--- config.mk ---
export PLATFORM = sky130hd
export DESIGN_NAME = alu_div_seq
export DESIGN_NICKNAME = d
export VERILOG_FILES = /design/src/rtl/alu_pkg.sv /design/src/rtl/div_step.sv /design/src/rtl/alu_div_seq.sv
export SDC_FILE = /design/constraint.sdc
export NUM_CORES = 1
export LEC_CHECK = 0
export ABC_AREA = 1
export CAP_MARGIN = 15
export CORE_MARGIN = 2
export CORE_UTILIZATION = 58
export DETAILED_ROUTE_END_ITERATION = 12
export PLACE_DENSITY = 0.94
export SYNTH_ARGS = -nofsm -noshare
export SYNTH_HDL_FRONTEND = slang
export SYNTH_HIERARCHICAL = 1
export SYNTH_SLANG_ARGS = --single-unit
export TNS_END_PERCENT = 50
--- constraint.sdc ---
create_clock -name clk -period 2.7 [get_ports clk]
set_input_delay 0.405 -clock clk [delete_from_list [all_inputs] [get_ports clk]]
set_output_delay 0.405 -clock clk [all_outputs]
set_load 0.02 [all_outputs]
--- src/rtl/alu_pkg.sv ---
// Shared ALU definitions: result-mux control encodings, divider FSM states
// and the iteration-counter width helper.
package alu_pkg;

    localparam logic [3:0] ALU_ADD = 4'b0000;
    localparam logic [3:0] ALU_SUB = 4'b0001;
    localparam logic [3:0] ALU_MUL = 4'b0010;
    localparam logic [3:0] ALU_DIV = 4'b0011;
    localparam logic [3:0] ALU_AND = 4'b0100;
    localparam logic [3:0] ALU_OR  = 4'b0101;
    localparam logic [3:0] ALU_XOR = 4'b0110;
    localparam logic [3:0] ALU_SLL = 4'b0111;
    localparam logic [3:0] ALU_SRL = 4'b1000;
    localparam logic [3:0] ALU_NOT = 4'b1001;

    typedef enum logic [1:0] {
        IDLE = 2'b00,
        RUN  = 2'b01,
        DONE = 2'b10
    } div_state_t;

    // Counter must hold the value N itself, hence N+1 codes.
    function automatic int div_cnt_w(input int n);
        return $clog2(n + 1);
    endfunction

endpackage

--- src/rtl/div_step.sv ---
// One restoring-division iteration: shift {R,Q} left, trial-subtract D,
// restore on a negative result and shift the quotient bit into Q.
module div_step #(
    parameter int N = 4
) (
    input  logic [N:0]   r_i,
    input  logic [N-1:0] q_i,
    input  logic [N-1:0] d_i,
    output logic [N:0]   r_o,
    output logic [N-1:0] q_o
);

    logic [N+1:0] shift_s;
    logic [N+1:0] diff_s;

    // Top bit of diff_s is the borrow: set means the trial subtract went negative.
    always_comb begin
        shift_s = {r_i, q_i[N-1]};
        diff_s  = shift_s - {2'b00, d_i};
        if (diff_s[N+1] == 1'b0) begin
            r_o = diff_s[N:0];
            q_o = {q_i[N-2:0], 1'b1};
        end else begin
            r_o = shift_s[N:0];
            q_o = {q_i[N-2:0], 1'b0};
        end
    end

endmodule

--- src/rtl/alu_div_seq.sv ---
// Multi-cycle unsigned restoring divider feeding the ALU resultDIV operand;
// one quotient bit per clock, results held until the next accepted start.
module alu_div_seq
    import alu_pkg::*;
#(
    parameter int N = 4
) (
    input  logic         clk,
    input  logic         reset,
    input  logic         start,
    input  logic [N-1:0] dividend,
    input  logic [N-1:0] divisor,
    output logic         busy,
    output logic         done,
    output logic [N-1:0] quotient,
    output logic [N-1:0] remainder,
    output logic         divByZero
);

    localparam int CW = div_cnt_w(N);

    div_state_t   state_q, state_d;
    logic [N:0]   r_q, r_d, step_r_s;
    logic [N-1:0] q_q, q_d, step_q_s;
    logic [N-1:0] d_q, d_d;
    logic [N-1:0] quot_q, quot_d;
    logic [N-1:0] rem_q, rem_d;
    logic         dbz_q, dbz_d;
    logic [CW-1:0] cnt_q, cnt_d;

    div_step #(.N(N)) u_step (
        .r_i (r_q),
        .q_i (q_q),
        .d_i (d_q),
        .r_o (step_r_s),
        .q_o (step_q_s)
    );

    // State and datapath registers; reset aborts any divide in flight.
    always_ff @(posedge clk or posedge reset) begin
        if (reset) begin
            state_q <= IDLE;
            r_q     <= '0;
            q_q     <= '0;
            d_q     <= '0;
            quot_q  <= '0;
            rem_q   <= '0;
            dbz_q   <= 1'b0;
            cnt_q   <= '0;
        end else begin
            state_q <= state_d;
            r_q     <= r_d;
            q_q     <= q_d;
            d_q     <= d_d;
            quot_q  <= quot_d;
            rem_q   <= rem_d;
            dbz_q   <= dbz_d;
            cnt_q   <= cnt_d;
        end
    end

    // Next-state logic; result registers only move on the DONE-entry edge.
    always_comb begin
        state_d = state_q;
        r_d     = r_q;
        q_d     = q_q;
        d_d     = d_q;
        quot_d  = quot_q;
        rem_d   = rem_q;
        dbz_d   = dbz_q;
        cnt_d   = cnt_q;
        case (state_q)
            IDLE: begin
                if (start) begin
                    if (divisor != '0) begin
                        q_d     = dividend;
                        d_d     = divisor;
                        r_d     = '0;
                        cnt_d   = CW'(N);
                        state_d = RUN;
                    end else begin
                        quot_d  = '1;
                        rem_d   = dividend;
                        dbz_d   = 1'b1;
                        state_d = DONE;
                    end
                end else begin
                    state_d = IDLE;
                end
            end
            RUN: begin
                r_d   = step_r_s;
                q_d   = step_q_s;
                cnt_d = cnt_q - CW'(1);
                if (cnt_q == CW'(1)) begin
                    quot_d  = step_q_s;
                    rem_d   = step_r_s[N-1:0];
                    dbz_d   = 1'b0;
                    state_d = DONE;
                end else begin
                    state_d = RUN;
                end
            end
            DONE: begin
                state_d = IDLE;
            end
            default: begin
                state_d = IDLE;
            end
        endcase
    end

    assign busy      = (state_q != IDLE);
    assign done      = (state_q == DONE);
    assign quotient  = quot_q;
    assign remainder = rem_q;
    assign divByZero = dbz_q;

endmodule

* After elaboration in Yosys (flattened, before gate mapping) *
Index checks and enable logic that the tools add are counted.
W data, S select, Z words.

word-level totals
  bits in registers = 27
  input bits = 11
  word-level logic and storage cells = 51

operators by class
  add/subtract/negate cells = 2
  eq/ne operators = 7
  multiplexer cells = 27
  reduce and logical (&&, ||, !) cells = 7

operators with widths
  kind                   count
  $mux W4                8
  $pmux W4 S2            3
  $mux W5                3
  $pmux W5 S2            1
  $ne A2 B2 Y1 const B   4
  $mux W2                3
  $mux W3                2
  $pmux W3 S2            1
  $reduce_and A3 Y1      2
  $sub A6 B4 Y6          1
  $mux W1                4
  $pmux W2 S2            1
  $reduce_and A4 Y1      1
  $reduce_bool A2 Y1     2
  $reduce_bool A4 Y1     1
  $eq A3 B1 Y1 const B   1
  $sub A3 B1 Y3 const B  1
  $eq A2 B1 Y1 const B   1
  $eq A2 B2 Y1 const B   1
  $logic_not A2 Y1       1
  $pmux W1 S2            1

* Depth between registers and ports, before layout *
  word-level depth = 4
  mapped depth = 14

* Cells and area by module *
Netlist, hierarchy kept.

by module, submodules not included
  module       instances  cells an instance  area each (sq um)  seq. area each (sq um)
  alu_div_seq  1          154                1272.5             675.6
  div_step     1          59                 351.6              0.0

* Least setup slack after synthesis *
No wires, ideal clock.

  kind = reg2reg
  start point = register r_q[2]
  end point = register rem_q[1] (netlist: remainder[1])
  data arrival time = 1.517 ns
  required time = 2.583 ns
  path slack = 1.066 ns
  stages on the path, launching flop included = 13
  clock period less this slack = 1.634 ns
  cells stage by stage = dfrtp_1 -> ha_1 -> inv_2 -> nor2_2 -> nand3_2 -> nand3_2 -> nand2_2 -> nand3_1 -> nand2_1 -> nand3_1 -> nand2_1 -> nand3_1 -> nand2_1

on the way
  word-level cells in the longest chain between the ends = 4

RTL lines
  what                      RTL line           RTL
  start: declaration        alu_div_seq.sv:23  logic [N:0] r_q, r_d, step_r_s;
  start signal: assignment  alu_div_seq.sv:52  r_q <= r_d;
  $sub A6 B4 Y6             div_step.sv:19     diff_s = shift_s - {2'b00, d_i};
  $mux W5                   div_step.sv:20     if (diff_s[N+1] == 1'b0) begin
  via step_r_s[1]           alu_div_seq.sv:23
  $mux W4                   alu_div_seq.sv:95  if (cnt_q == CW'(1)) begin
  $pmux W4 S2               alu_div_seq.sv:72  case (state_q)
  end signal: assignment    alu_div_seq.sv:56  rem_q <= rem_d;
  end: declaration          alu_div_seq.sv:27  logic [N-1:0] rem_q, rem_d;

The timed path passes the listed nets, and every way through them passes these cells. The select of a mux whose other input is x is not followed.
A chain may end at the register's enable or synchronous reset.

* Final worst setup path *
  start point = register state_q[0]
  end point = output port busy

on the way
  word-level cells in the longest chain between the ends = 1

RTL lines
  what                      RTL line            RTL
  start: declaration        alu_div_seq.sv:22   div_state_t state_q, state_d;
  start signal: assignment  alu_div_seq.sv:51   state_q <= state_d;
  $reduce_bool A2 Y1        alu_div_seq.sv:113  assign busy = (state_q != IDLE);
  end: declaration          alu_div_seq.sv:13   output logic busy,

Every way passes these cells.

==> run_results.csv <==
group,metric,value,unit
logic_synthesis,synth.area.mux_share,0,
global_route,grt_overflow,0,
cts,clkSlewWorstSetupHoldPaths,0.13,ns
critical_path,cp.required,2.30,ns
timing,rsz0062_at_grt,"no",
logic_synthesis,synth_top_family_by_area,"simple AND/OR/NAND/NOR gates",
logic_synthesis,synth-main-ff-cell,"dfrtp_1",
logic_synthesis,yosysMostFrequentCell,"nand2_1",
logic_synthesis,ys_ff_latch,27,
timing,min_period,2.10,ns
global_route,grt_pass1_wl,5460,um
detailed_routing,drc_errors,0,
cts,cts_tree,"yes",
detailed_routing,ant_nets,0,
timing,max_freq,475,MHz
critical_path,slowest_stage,"clkdlybuf4s50_1",
die,core-area,0.00271,sq mm
logic_synthesis,yosysSeqAreaShare,0.416,
detailed_routing,wl,3080,um
logic_synthesis,ys_types,25,
logic_synthesis,synth_compound_area_frac,0.0247,
pwr,swShare,0.502,
logic_synthesis,syn_area,0.00162,sq mm
die,rows,19,
critical_path,timing.rr.start,"r_q[2]",
critical_path,startpoint,"state_q[0]",
logic_synthesis,syn-num-nets,231,
hold_path,hold_path_class,"in2async",
die,die_h,56.9,um
cts,cts_made_buffers,3,
die,io_pins,22,
critical_path,cp-start-kind,"flop",
logic_synthesis,syn_avg_cell_area,7.62,sq um
pwr,leakage,1.01,nW
pwr,vdd_drop_max,0.000862,V
critical_path,path_cells,"nor2_1, inv_1, clkdlybuf4s50_1",
cts,clock-sinks,27,
logic_synthesis,synth-async-reset-ratio,1.00,
logic_synthesis,synth_edf_count,0,
job,drv_cap,0,
timing,setup_viol,0,
cts,cts_setup_buffers,0,
critical_path,max_stage_delay,0.59,ns
die,die_w,56.9,um
critical_path,r2r_setup_slack,0.85,ns
timing,finalHoldViolCount,0,
critical_path,timing.rr.end,"remainder[0]",
logic_synthesis,synth_top_area_frac,0.416,
cells_and_area,num-fill-cells,227,
timing,relSlewSlack,0.745,
detailed_routing,drt_iter0_drc,56,
logic_synthesis,synth_common_cells,"nand2_1, nand3_1, dfrtp_1",
place,dpl.hpwl,2440,um
logic_synthesis,ys_top_cells_by_area,"dfrtp_1, nand2_1, nand3_1",
place,port_buffers,21,
critical_path,crit_fanout,8,
cells_and_area,drive_above_1_share,0.103,
cells_and_area,multiInputGateArea,802,sq um
critical_path,critical_path.endpoint_type,"output port",
pwr,clkPwrFrac,0.066,
cells_and_area,register_area,676,sq um
outcome,outcome,"finished, final reports clean",
pwr,power_density,1360,mW/mm^2
pwr,combPwrFrac,0.638,
logic_synthesis,synth_xor_area_frac,0.00539,
timing,worst_pin_slew,0.381,ns
die,start_util,0.599,
logic_synthesis,synth_top_area_cell,"dfrtp_1",
pwr,p_switching,1.27,mW
pwr,finalPower,2.53,mW
critical_path,cp-endpoint,"busy",
timing,drv_slew,0,
critical_path,r2r_cells,12,
critical_path,critPathArrivalTime,1.70,ns
place,routabilityCongestion,0.863,
cells_and_area,final_nets,251,
cells_and_area,antennaDiodeCount,0,
cts,clock_path_buffers,2,
timing,fin_tns_setup,0,ns
detailed_routing,dr.pass1.iters,4,
timing,fin_worst_skew,0.00431,ns
cts,ctsResizeCount,0,
detailed_routing,wire_per_inst,11.7,um
logic_synthesis,postSynthCellCount,213,
cts,clockRootBuffer,"clkbuf_4",
cells_and_area,area_growth_syn_to_layout,14.3,%
cts,cts_hold_buf,0,
global_route,track_usage,0.213,
logic_synthesis,yosys.area_share.simple,0.405,
global_route,antenna_found_initial,0,
global_route,grt_max_degree,28,
global_route,grt_pass1_vias,1300,
detailed_routing,num_vias,1413,
logic_synthesis,synth_fa_ha_area_frac,0.0586,
die,dieArea,0.00324,sq mm
logic_synthesis,yosys_warnings,6,
critical_path,crit_type,"reg2out",
pwr,p_int,1.26,mW
timing,period_share,0.779,
detailed_routing,routed_via_density,5.37,
pwr,pwr-share-seq,0.295,
cts,htree_levels,1,
cts,insertion_delay,0.32,ns
## cell usage in the layout (no fill, tap or decap), drive strengths merged
master / instances
nand2: 83
nand3: 42
dfrtp: 27
inv: 24
clkdlybuf4s50: 21
nor2: 9
o21ai: 7
ha: 6
clkbuf: 4
nand4: 3
or2: 1
buf: 1
xor2: 1
a21oi: 1
nand3b: 1
fa: 1
## per-stage QoR
stage | setup WS (ns) | hold WS, ns | cells | util | instance area (sq um)
6_report | 0.597 | 0.414 | 263 | 0.685 | 1860
5_1_grt | 0.506 | 0.451 | 263 | 0.685 | 1860
4_1_cts | 0.584 | 0.417 | 263 | 0.685 | 1860
3_5_place_dp | 0.809 | 0.458 | 259 | 0.675 | 1830
3_3_place_gp | 0.812 | 0.453 | 259 | 0.675 | 1830
2_1_floorplan | 1.07 | 0.442 | 213 | - | 1620
## kinds of logic (layout without fill, tap and decap cells)
kind of cell / after synthesis / after routing
XOR/XNOR: 1 / 1
AND/OR/NAND/NOR: 139 / 139
flip-flops: 27 / 27
buffers and inverters: 31 / 50
adder cells (fa/ha/maj): 7 / 7
AO/OA/AOI/OAI: 8 / 8
## flip-flops by register name (all words and copies together), names as in the netlist
name / flops
cnt_q: 3
d_q: 4
divByZero: 1
q_q: 4
quotient: 4
r_q: 5
remainder: 4
state_q: 2
## area by class of cell
cell class                 count  share of cell area
clock buffer                   4              0.0142
timing repair buffer          22               0.117
tap                           31              0.0209
multi-input combinational    155               0.432
inverter                      24              0.0512
sequential                    27               0.364
## power groups by stage
| stage | clock (mW) | combinational [mW] | sequential (mW) |
|---|---|---|---|
| 6_report | 0.167 | 1.61 | 0.747 |
| 5_1_grt | 0.186 | 1.85 | 0.775 |
| 4_1_cts | 0.174 | 1.62 | 0.747 |
| 3_5_place_dp | 0 | 1.61 | 0.757 |
| 3_3_place_gp | 0 | 1.57 | 0.749 |
| 2_1_floorplan | 0 | 1.20 | 0.790 |
## routing by layer
layer / wire length [um] / global-route usage
met1: 1360 / 0.287
met2: 1530 / 0.365
met3: 120 / 0.0138
met4: 66 / 0.0797
met5: 0 / 0
## critical path, delay by kind of cell (launching register included)
family | cells | cell delay, ns
DFF | 1 | 0.57
and+or+nand+nor | 1 | 0.15
buffers and inverters | 2 | 0.66
## worst min path at each step
stage | from | to | slack, ns | cells after the start
4_1_cts | reset | r_q[4] | 0.42 | 3
3_5_place_dp | d_q[3] | d_q[3] | 0.46 | 2
5_1_grt | reset | r_q[0] | 0.45 | 3
6_report | reset | r_q[4] | 0.41 | 3
3_3_place_gp | divByZero | divByZero | 0.45 | 2
2_1_floorplan | d_q[1] | d_q[1] | 0.44 | 2
No activity file was read; power rests on OpenSTA's default activity.
==> variant, RTL diff (same flow settings) <==
`N` is set to 4 in 2 places; all go to 5.
--- a/src/rtl/div_step.sv
+++ b/src/rtl/div_step.sv
@@ -3,3 +3,3 @@
 module div_step #(
-    parameter int N = 4
+    parameter int N = 5
 ) (
--- a/src/rtl/alu_div_seq.sv
+++ b/src/rtl/alu_div_seq.sv
@@ -5,3 +5,3 @@
 #(
-    parameter int N = 4
+    parameter int N = 5
 ) (
Ports: changed (resized dividend, divisor, quotient and remainder); port bits go from 22 to 26. No check against the original RTL was run, so the function may have changed too.
==> variant against the original RTL <==
Wire length increased by 29%. Synthesized cell count rose by 19%. Cell area rose by 21%. Setup slack worse by 59 ps. Total power rose by 21%. Register-to-register slack got worse by 310 ps. Global-route usage grew 1.7 points. Area after synthesis up 20%. Sequential cell count up 5. Combinational power up 18%. Critical path type is now reg -> reg. Critical endpoint is now remainder[4]$_DFFE_PP0P_. Largest power group unchanged.
==> variant: results (changes against the original RTL) <==
status: "complete, no violations"  # unchanged
nFillCells: 262  # was 227
grtUsageTotal_pct: 23.01  # was 21.35%
cts_buffer_depth: 2  # unchanged
grt_max_degree: 33  # was 28
hold_path_class: "in -> async"  # unchanged
h-tree-depth: 2  # was 1
drive_above_1_share_pct: 9.712  # was 10.34%
r2r_setup_slack_ps: 540  # was 850 ps
cts_resized: 0  # unchanged
fin_skew_ps: 8.205  # was 4.307 ps
critPathTopFamily: "simple AND/OR/NAND/NOR gates"  # was buffers and inverters
clkTransAtPathRegs_ps: 100  # was 130 ps
max_stage_delay_ps: 410  # was 590 ps
regMostFlops: "r_q"  # unchanged
synth.yosys.seq_area_share_pct: 40.95  # was 41.60%
p_leak_uw: 0.001220  # was 0.001007 uW
cts_buffers: 5  # was 3
diodes: 0  # unchanged
synth_nets: 274  # was 231
vias_per_cell: 5.250  # was 5.373
ir_worst_vdd_mv: 0.8222  # was 0.8618 mV
antenna_found_initial: 0  # unchanged
drtIter0Drc: 119  # was 56
port_buffers: 25  # was 21
whs_ps: 456.3  # was 414.3 ps
grt_pass1_wl_um: 6320  # was 5457 um
dp_hpwl_um: 3029  # was 2440 um
clkLatencyLatePin_ps: 330
tightestPinTransition_ps: 421.8  # was 381.0 ps
worstPathArrival_ps: 2430  # was 1700 ps
globalplace.congestion: 0.9037  # was 0.8630
grt_pass1_vias: 1461  # was 1,300
ys_warn_count: 6  # unchanged
synth.area.top_cells: "dfrtp_1 (41%), nand2_1 (20%), nand3_1 (5.6%), inv_1 (5.0%), ha_1 (4.5%)"  # was dfrtp_1 (42%), nand2_1 (17%), nand3_1 (12%), inv_1 (4.9%), ha_1 (4.6%)
cp_slowest_cell: "dfrtp_1"  # was clkdlybuf4s50_1
cp_max_fo: 7  # was 8
ys_top_cells_by_count: "nand2_1 (106), dfrtp_1 (32), inv_1 (26)"  # was nand2_1 (74), nand3_1 (40), dfrtp_1 (27)
nets: 298  # was 251
largest_reg_flops: 6  # was 5
wl_per_cell_um: 12.25  # was 11.71 um
yosysUniqueCellTypes: 27  # was 25
## variant: routing by layer
| layer | wire length (um) | up-vias | track usage [%] |
|---|---|---|---|
| li1 | - | 845 | - |
| met1 | 1680 | 779 | 31.03 |
| met2 | 1970 | 68 | 36.61 |
| met3 | 254 | 9 | 4.969 |
| met4 | 63 | 0 | 8.207 |
| met5 | 0 | - | 0 |
## variant: through the flow
step                std cells  setup WS (ps)  instance area (um2)
CTS                       324          539.9                 2246
global placement          316          611.3                 2187
detailed placement        316          560.7                 2187
floorplan                 253          744.8                 1956
global route              324          336.1                 2246
finish                    324          537.5                 2246
## variant: cells by family (layout without fill, tap and decap cells)
family          after synthesis  after routing  share of synthesized area [%]
flops                        32             32                          40.95
xor+xnor                      3              3                          1.344
simple gates                160            160                          38.39
compound gates                9              9                          2.879
buf+inv                      41             66                          10.94
fa+ha+maj                     8              8                          5.502
## variant: worst paths after layout
kind / start / to
max: q_q[4]$_DFFE_PP0P_ / remainder[4]$_DFFE_PP0P_
min: reset / divByZero$_DFFE_PP0P_
max reg2reg: q_q[4]$_DFFE_PP0P_ / remainder[4]$_DFFE_PP0P_
min reg2reg: cnt_q[2]$_DFFE_PP0P_ / cnt_q[2]$_DFFE_PP0P_
max in group asynchronous: reset / d_q[1]$_DFFE_PP0P_
min in group clk: cnt_q[2]$_DFFE_PP0P_ / cnt_q[2]$_DFFE_PP0P_
## variant: tightest hold or removal path: cells and delay by family
family	cells	cell delay [ps]
buffers and inverters	3	800
## variant: final cells by class
class	count	area, um2	area share [%]
multi-input combinational	180	940.9	41.89
timing repair buffer	28	272.8	12.14
clock buffer	8	58.81	2.618
sequential	32	800.8	35.65
inverter	30	115.1	5.125
tap	46	57.56	2.563
## variant: power by group
part	switching (uW)	internal (uW)	total, uW
registers	178	705	883
logic	1170	723	1900
clock network	155	128	284
total	1510	1560	3060
